[src/rtl/pwm_pkg.sv]
// Shared types and constants for the PWM capture path.
package pwm_pkg;

   localparam int unsigned PWM_SLOTS  = 256;
   localparam int unsigned PWM_DUTY_W = 8;

   typedef enum logic [1:0] {
      StAlign,
      StMeasure,
      StReport
   } pwm_state_e;

   // High count can reach PWM_SLOTS only on a noisy all-high window; clamp to full scale.
   function automatic logic [PWM_DUTY_W-1:0] sat_duty(input logic [PWM_DUTY_W:0] h);
      return h[PWM_DUTY_W] ? '1 : h[PWM_DUTY_W-1:0];
   endfunction

endpackage

[src/rtl/pwm_capture_if.sv]
// Result channel of the PWM capture block: duty value with valid/ready and status flags.
interface pwm_capture_if
   import pwm_pkg::*;
();

   logic [PWM_DUTY_W-1:0] DUTY;
   logic                  DUTY_VALID;
   logic                  DUTY_READY;
   logic                  STUCK;
   logic                  OVERRUN;

   modport master (
      output DUTY,
      output DUTY_VALID,
      input  DUTY_READY,
      output STUCK,
      output OVERRUN
   );

   modport slave (
      input  DUTY,
      input  DUTY_VALID,
      output DUTY_READY,
      input  STUCK,
      input  OVERRUN
   );

endinterface

[src/rtl/pwm_in_sync.sv]
// Synchronises the PWM line, samples it once per slot tick and flags a low-to-high step.
module pwm_in_sync (
   input  logic CLK,
   input  logic RST_N,
   input  logic pwm_in,
   input  logic tick,
   output logic smp,
   output logic rise
);

   logic [1:0] sync_q;
   logic       smp_q;
   logic       smp_prev_q;

   always_ff @(posedge CLK or negedge RST_N) begin
      if (!RST_N) begin
         sync_q     <= 2'b00;
         smp_q      <= 1'b0;
         smp_prev_q <= 1'b0;
      end else begin
         sync_q <= {sync_q[0], pwm_in};
         if (tick) begin
            smp_q      <= sync_q[1];
            smp_prev_q <= smp_q;
         end
      end
   end

   assign smp  = smp_q;
   assign rise = smp_q & ~smp_prev_q;

endmodule

[src/rtl/pwm_capture.sv]
// Recovers the 8-bit duty of an incoming PWM line by counting high slots over one
// rise-aligned 256-slot window; a line with no rise in 256 slots is reported as stuck.
module pwm_capture
   import pwm_pkg::*;
#(
   parameter int unsigned DIV_W = 12
) (
   input  logic          CLK,
   input  logic          RST_N,
   input  logic          PWM_IN,
   pwm_capture_if.master res
);

   localparam logic [PWM_DUTY_W-1:0] SlotLast = PWM_DUTY_W'(PWM_SLOTS - 1);

   logic [DIV_W-1:0]      div_q;
   logic                  tick;
   logic                  smp;
   logic                  rise;
   pwm_state_e            state_q;
   logic [PWM_DUTY_W-1:0] slot_q;
   logic [PWM_DUTY_W:0]   hcnt_q;
   logic [PWM_DUTY_W:0]   hcnt_nxt;
   logic [PWM_DUTY_W-1:0] res_duty_q;
   logic                  res_stuck_q;

   pwm_in_sync u_sync (
      .CLK    (CLK),
      .RST_N  (RST_N),
      .pwm_in (PWM_IN),
      .tick   (tick),
      .smp    (smp),
      .rise   (rise)
   );

   always_ff @(posedge CLK or negedge RST_N) begin
      if (!RST_N) begin
         div_q <= '0;
      end else begin
         div_q <= div_q + DIV_W'(1);
      end
   end

   assign tick     = &div_q;
   assign hcnt_nxt = hcnt_q + {{PWM_DUTY_W{1'b0}}, smp};

   always_ff @(posedge CLK or negedge RST_N) begin
      if (!RST_N) begin
         state_q        <= StAlign;
         slot_q         <= '0;
         hcnt_q         <= '0;
         res_duty_q     <= '0;
         res_stuck_q    <= 1'b0;
         res.DUTY       <= '0;
         res.DUTY_VALID <= 1'b0;
         res.STUCK      <= 1'b0;
         res.OVERRUN    <= 1'b0;
      end else begin
         if (res.DUTY_VALID && res.DUTY_READY) begin
            res.DUTY_VALID <= 1'b0;
         end
         case (state_q)
            StAlign: begin
               if (tick) begin
                  if (rise) begin
                     // The rising sample itself is slot 0 of the window.
                     hcnt_q  <= PWM_DUTY_W'(1) + '0;
                     slot_q  <= PWM_DUTY_W'(1);
                     state_q <= StMeasure;
                  end else begin
                     slot_q <= slot_q + PWM_DUTY_W'(1);
                     if (slot_q == SlotLast) begin
                        res_duty_q  <= smp ? '1 : '0;
                        res_stuck_q <= 1'b1;
                        state_q     <= StReport;
                     end
                  end
               end
            end
            StMeasure: begin
               if (tick) begin
                  hcnt_q <= hcnt_nxt;
                  slot_q <= slot_q + PWM_DUTY_W'(1);
                  if (slot_q == SlotLast) begin
                     res_duty_q  <= sat_duty(hcnt_nxt);
                     res_stuck_q <= 1'b0;
                     state_q     <= StReport;
                  end
               end
            end
            StReport: begin
               res.DUTY  <= res_duty_q;
               res.STUCK <= res_stuck_q;
               if (res.DUTY_VALID && !res.DUTY_READY) begin
                  res.OVERRUN <= 1'b1;
               end
               // A same-cycle acceptance is superseded by the fresh result.
               res.DUTY_VALID <= 1'b1;
               slot_q         <= '0;
               hcnt_q         <= '0;
               state_q        <= StAlign;
            end
            default: state_q <= StAlign;
         endcase
      end
   end

endmodule

[src/flat_wrapper.sv]
// flat-port wrapper written by rule: the top's interface ports become plain ports
module pwm_capture_flat import pwm_pkg::*;
#(
   parameter int unsigned DIV_W = 12
)
  (CLK, RST_N, PWM_IN, res_DUTY, res_DUTY_VALID, res_DUTY_READY, res_STUCK, res_OVERRUN);
  pwm_capture_if res_i ();
  input  logic CLK;
  input  logic RST_N;
  input  logic PWM_IN;
  output wire logic [$bits(res_i.DUTY)-1:0] res_DUTY;
  output wire logic [$bits(res_i.DUTY_VALID)-1:0] res_DUTY_VALID;
  input wire logic [$bits(res_i.DUTY_READY)-1:0] res_DUTY_READY;
  output wire logic [$bits(res_i.STUCK)-1:0] res_STUCK;
  output wire logic [$bits(res_i.OVERRUN)-1:0] res_OVERRUN;
  assign res_DUTY = res_i.DUTY;
  assign res_DUTY_VALID = res_i.DUTY_VALID;
  assign res_i.DUTY_READY = res_DUTY_READY;
  assign res_STUCK = res_i.STUCK;
  assign res_OVERRUN = res_i.OVERRUN;
  pwm_capture #(.DIV_W(DIV_W)) u_core (.CLK(CLK), .RST_N(RST_N), .PWM_IN(PWM_IN), .res(res_i));
endmodule
[config.mk]
export PLATFORM = sky130hd
export DESIGN_NAME = pwm_capture_flat
export DESIGN_NICKNAME = d
export VERILOG_FILES = /design/src/rtl/pwm_pkg.sv /design/src/rtl/pwm_capture_if.sv /design/src/rtl/pwm_in_sync.sv /design/src/rtl/pwm_capture.sv /design/src/flat_wrapper.sv
export SDC_FILE = /design/constraint.sdc
export NUM_CORES = 1
export LEC_CHECK = 0
export ABC_AREA = 1
export BUFFER_PORTS_ARGS = -buffer_cell sky130_fd_sc_hd__buf_2
export CAP_MARGIN = 10
export CELL_PAD_IN_SITES_DETAIL_PLACEMENT = 1
export CELL_PAD_IN_SITES_GLOBAL_PLACEMENT = 1
export CORE_MARGIN = 5
export CORE_UTILIZATION = 40
export CTS_CLUSTER_DIAMETER = 50
export DETAILED_ROUTE_END_ITERATION = 12
export PLACE_DENSITY_LB_ADDON = 0.1
export SLEW_MARGIN = 40
export SYNTH_ARGS = -nofsm -noshare
export SYNTH_HDL_FRONTEND = slang
export SYNTH_SLANG_ARGS = --single-unit
[constraint.sdc]
create_clock -name CLK -period 4.47 [get_ports CLK]
set_input_delay 1.1175 -clock CLK [delete_from_list [all_inputs] [get_ports CLK]]
set_output_delay 1.1175 -clock CLK [all_outputs]
set_load 0.1 [all_outputs]
# --- After elaboration in Yosys (flattened, before gate mapping) ---
# Cells that the tools add are included.
totals:
  regBits: 55
  elab_cells: 69
op_classes:
  add_sub_neg: 3
  mux: 29
  n_reduce_logical: 13
  eq_ne: 9
  bitwise_logic: 2
op_table:
  columns: ["op", "n"]
  rows:
  - ["$mux 8", 10]
  - ["$mux 9", 3]
  - ["$pmux 9 s3", 1]
  - ["$pmux 8 s3", 1]
  - ["$pmux 8 s2", 1]
  - ["$add 12x1->12 const B", 1]
  - ["$reduce_and 12->1", 1]
  - ["$ne 2x1->1 const B", 5]
  - ["$add 9x1->9", 1]
  - ["$add 8x1->8 const B", 1]
  - ["$eq 8x8->1 const B", 1]
  - ["$mux 2", 4]
  - ["$mux 1", 7]
  - ["$reduce_and 6->1", 1]
  - ["$pmux 2 s2", 1]
  - ["$reduce_and 2->1", 2]
  - ["$reduce_and 4->1", 1]
  - ["$reduce_bool 2->1", 2]
  - ["$reduce_and 3->1", 1]
  - ["$reduce_bool 3->1", 1]
  - ["$eq 2x1->1 const B", 1]
  - ["$eq 2x2->1 const B", 1]
  - ["$logic_and 1x1->1", 2]
  - ["$logic_not 2->1", 1]
  - ["other kinds (5)", 5]

# --- Longest topological paths before layout ---
logic_depth:
  ltp_word: 5
  mapped_depth: 11

# --- Cells and area by module ---
# Synthesis repeated with hierarchy kept, for this count alone.
unflattened:
  hier_cells: 352
  hier_area_um2: 2815.2
by_module_without_submodules:
  columns: ["module", "area_per_inst_um2", "instances", "cells_per_inst", "seq_area_each_um2"]
  rows:
  - ["pwm_capture", 2681.3, 1, 339, 1276.2]
  - ["pwm_in_sync", 133.9, 1, 13, 100.1]

# --- Worst setup path before layout ---
# No wires, ideal clock.
synth_path:
  path_kind: "flip-flop to output port"
  start: "register u_core.res.DUTY[0]"
  end: "output res_DUTY[0]"
  stages_incl_launch_ff: 1
  t_arrival_ns: 0.898
  required_time_ns: 3.353
  setup_slack_ns: 2.455
  cell_sequence: "dfrtp_1"
synth_lines:
  columns: ["element", "line_no", "rtl"]
  rows:
  - ["start: declaration", "pwm_capture_if.sv:13", "output DUTY,"]
  - ["start signal: assignment", "pwm_capture.sv:92", "res.DUTY <= res_duty_q;"]
  - ["end: declaration", "flat_wrapper.sv:11", "output wire logic [$bits(res_i.DUTY)-1:0] res_DUTY;"]
# No word-level cell between the ends.

# --- Final worst setup path ---
layout_path:
  start: "register u_core.res.DUTY[6]"
  end: "output res_DUTY[6]"
# No word-level cell between the ends.

==> flow_results.org <==
** Status
- Result of the run :: completed

** Global routing
- After global routing the overflow that remains totals 0.
- Global routing met3 resource utilization :: 2.72%
- Met1 GRT Util :: 18.7%
- Initial antenna violation count :: 0
- The first global-routing pass estimated 10,600 um of wire.
- Maximum number of pins on one net before global-route repair :: 38
- The via count of the first global-routing pass was 2,309.
- Peak-usage layer in the global routing report :: met2
- Tot GR Track Use :: 15.2%
- For met2 alone, demand over resource in global routing was 27.0%.

** Power
- Static leakage :: 1.58 nW
- In this run the power density over the cells is 271 mW/mm^2.
- The completed layout was analyzed and its total power is 0.000837 W.
- Across the VDD grid, the largest voltage drop is 0.141 mV.

** Floorplan
- Count of boundary I/O pins :: 15
- Row count :: 30
- The floorplan step defined a core boundary enclosing 0.00683 sq mm.
- The floorplan step set the die height to 94.0 um.
- Horiz. Die Dim :: 94.0 um
- The die covers 0.00883 sq mm.
- Effective utilization at floorplan :: 41.3%

** Drt
- Dividing the detail-routed via count by the number of cells gives 4.76.
- The final route contains 2,216 vias.
- For this block, the routed nets add up to 5950 um of wire.
- Routed wire length per instance :: 12.8 um
- Number of detailed-routing iterations run before antenna repair :: 4
- Post-route DRC violation count :: 0
- The count of nets left with antenna violations once routing finished came out at 0.
- Initial DRC count :: 58

** Clock network
- After clock tree synthesis, the clock-pin slew on the worst setup and hold paths is 0.10 ns.
- Setup repair bufs after CTS :: 0
- The H-tree was split into 2 levels.
- Clock tree root driver cell :: sky130_fd_sc_hd__clkbuf_8
- Clock latency of the later-clocked register in the worst-skew pair :: 0.31 ns
- Number of hold-repair buffers added at the cts stage :: 0
- TritonCTS built the clock tree.
- TritonCTS buffer count :: 5
- Longest Clk Path Bufs :: 2
- Clock sinks :: 55
- Post-CTS repair changed the size of 0 cells.

** Cells and area
- 0 antenna diodes ended up in the layout.
- In the layout the commonest cells are 93 x sky130_fd_sc_hd__nand2_1, 55 x sky130_fd_sc_hd__dfrtp_1, 47 x sky130_fd_sc_hd__nor2_1.
- Final Instance Count excl. Fillers :: 466
- Ratio of cells with drive above 1 in the final layout :: 10.3%
- Nets@finish :: 382
- From synthesis to final layout, the design area changed by 9.41%.
- Commonest non-fill, non-tap cell in the layout :: sky130_fd_sc_hd__nand2_1

** Timing
- Final-layout worst hold slack :: 0.357 ns
- Final count of hold timing violations :: 0
- Final max-slew violation count :: 0
- Setup repair after global routing left no endpoint under its margin.
- Transition time at the pin with the least slew margin :: 0.584 ns
- Worst Skew :: 0.00687 ns
- Fin crit period :: 2.22 ns
- In the finished design, the share of the clock period the worst path needs comes to 49.7%.
- For this run, the top clock speed supported by timing is 0.450 GHz.
- Post-Route Setup TNS :: 0 ns
- Setup violations remaining at the end of the flow were counted as 0.
- Worst rel slew slack :: 60.7%

** Logic synthesis
- Counting flops and latches in the post-synthesis netlist gives 55.
- After synthesis, the netlist uses 28 different library cells.
- During synthesis, Yosys emitted a total of 0 warnings.
- Main flop type after synthesis :: sky130_fd_sc_hd__dfrtp_1
- After synthesis, flip-flops and latches occupy 48.8% of the total area.
- Of all flip-flops after synthesis, the portion carrying an async set or reset was 100%.
- Post-synth EDFFs :: 0
- Counting every instance in the synthesized netlist gives 355.
- The cell area that synthesis handed to floorplanning was 0.00282 sq mm.
- Synthesis produced a netlist with a net count of 367.
- Average instance area after synthesis :: 7.94 sq um

** Job
- Total of max-cap violations :: 0

** Critical path
- On the worst path, the slowest cell contributes a delay of 0.43 ns.
- STA classifies the critical path startpoint as a flip-flop.
- Register-to-register path setup slack :: 2.27 ns
- Walking the worst path, the cells encountered are buf_2.
- Worst Path Buf+Inv :: 1
- Data arrival time of the critical path :: 1.10 ns
- Along the worst path, the maximum fanout reaches 2.
- The slowest stage of the critical path belongs to the cell sky130_fd_sc_hd__buf_2.
- On the critical path the largest part of the delay comes from buffers and inverters.
- STA classifies the critical path endpoint as an output pin.
- Required time at the endpoint of the critical path :: 3.35 ns
- Worst setup path category :: flip-flop to output pin

** Place
- Port buffering added 14 buffers.
- Inst Count DP :: 459
- Half-perimeter wire length after detailed placement :: 4520 um
- The congestion estimate from routability-driven global placement came to 0.820.

** Min path
- The worst hold path belongs to the class flip-flop to flip-flop.
[metal layers]
metal,part of all wire (%),wire [um]
met2,50,2970
met5,0,0
met3,2.1,122
met1,47,2790
met4,1.2,71
[flip-flops by register name, summed over array words and instances (netlist names)]
name	flops
u_core.u_sync.smp	1
u_core.res.DUTY_VALID	1
u_core.hcnt_q	9
u_core.res.DUTY	8
u_core.slot_q	8
u_core.res.OVERRUN	1
u_core.u_sync.smp_prev_q	1
u_core.u_sync.sync_q	2
u_core.state_q	2
u_core.res_stuck_q	1
u_core.div_q	12
u_core.res.STUCK	1
u_core.res_duty_q	8
[cell families after synthesis]
kind of cell | share of synthesized area (%)
AO/OA/AOI/OAI | 6.61
XOR/XNOR | 3.11
adder cells (fa/ha/maj) | 3.55
buffers and inverters | 7.85
flip-flops | 48.8
AND/OR/NAND/NOR | 30.1
[final cells by class]
| cell class | instances | area (sq um) |
|---|---|---|
| multi-input cells | 245 | 1220 |
| flip-flops and latches | 55 | 1380 |
| repair buffers | 15 | 80.1 |
| inverters | 48 | 180 |
| clock buffers | 5 | 68.8 |
| well taps | 96 | 120 |
| clock inverters | 2 | 37.5 |
| fillers | 879 | 3750 |
[synth_stat cells, types with 4 or more instances]
master	count	area share, %
sky130_fd_sc_hd__nand2_1	93	12
sky130_fd_sc_hd__nand3_1	27	4.8
sky130_fd_sc_hd__a21oi_1	4	0.71
sky130_fd_sc_hd__xnor2_1	5	1.6
sky130_fd_sc_hd__nor2_1	47	6.3
sky130_fd_sc_hd__xor2_1	5	1.6
sky130_fd_sc_hd__dfrtp_1	55	49
sky130_fd_sc_hd__ha_1	8	3.5
sky130_fd_sc_hd__clkbuf_1	4	0.53
sky130_fd_sc_hd__nand4_1	5	1.1
sky130_fd_sc_hd__nand2_2	5	1.1
sky130_fd_sc_hd__inv_1	45	6.0
sky130_fd_sc_hd__nor3_1	5	0.89
sky130_fd_sc_hd__o21ai_0	29	5.1
[worst register-to-register path, delay by kind of cell (launching register included)]
family	cells	cell delay, ns
flip-flops	1	0.42
adder cells (fa/ha/maj)	1	0.54
buffers and inverters	2	0.34
AND/OR/NAND/NOR	5	0.80
[metrics by stage]
stage | util (%) | instance area [sq um] | setup WS [ns]
after floorplan | - | 2820 | 2.45
after global placement | 43.6 | 2980 | 2.37
after detailed placement | 43.6 | 2980 | 2.23
after CTS | 45.2 | 3090 | 2.20
after global routing | 45.2 | 3090 | 1.95
final | 45.2 | 3090 | 2.25
[worst paths after layout]
| path | start | endpoint | cells past startpoint |
|---|---|---|---|
| min in group asynchronous | RST_N | u_core.res.DUTY[2] | 1 |
| setup reg to reg | u_core.state_q[1] | u_core.res_duty_q[3] | 8 |
| hold reg to reg | u_core.u_sync.sync_q[0] | u_core.u_sync.sync_q[1] | 0 |
| setup / recovery | u_core.res.DUTY[6] | res_DUTY[6] | 1 |
| max in group asynchronous | RST_N | u_core.hcnt_q[8] | 2 |
| hold / removal | u_core.u_sync.sync_q[0] | u_core.u_sync.sync_q[1] | 0 |
[report_power, final]
group	leakage, nW	switching, W	internal (W)	total, W
clock	0.0502	0.000163	0.000164	0.000327
combinational	0.784	0.00000994	0.00000176	0.0000117
sequential	0.744	0.000000199	0.000498	0.000498
No activity file was read; power rests on OpenSTA's default activity.
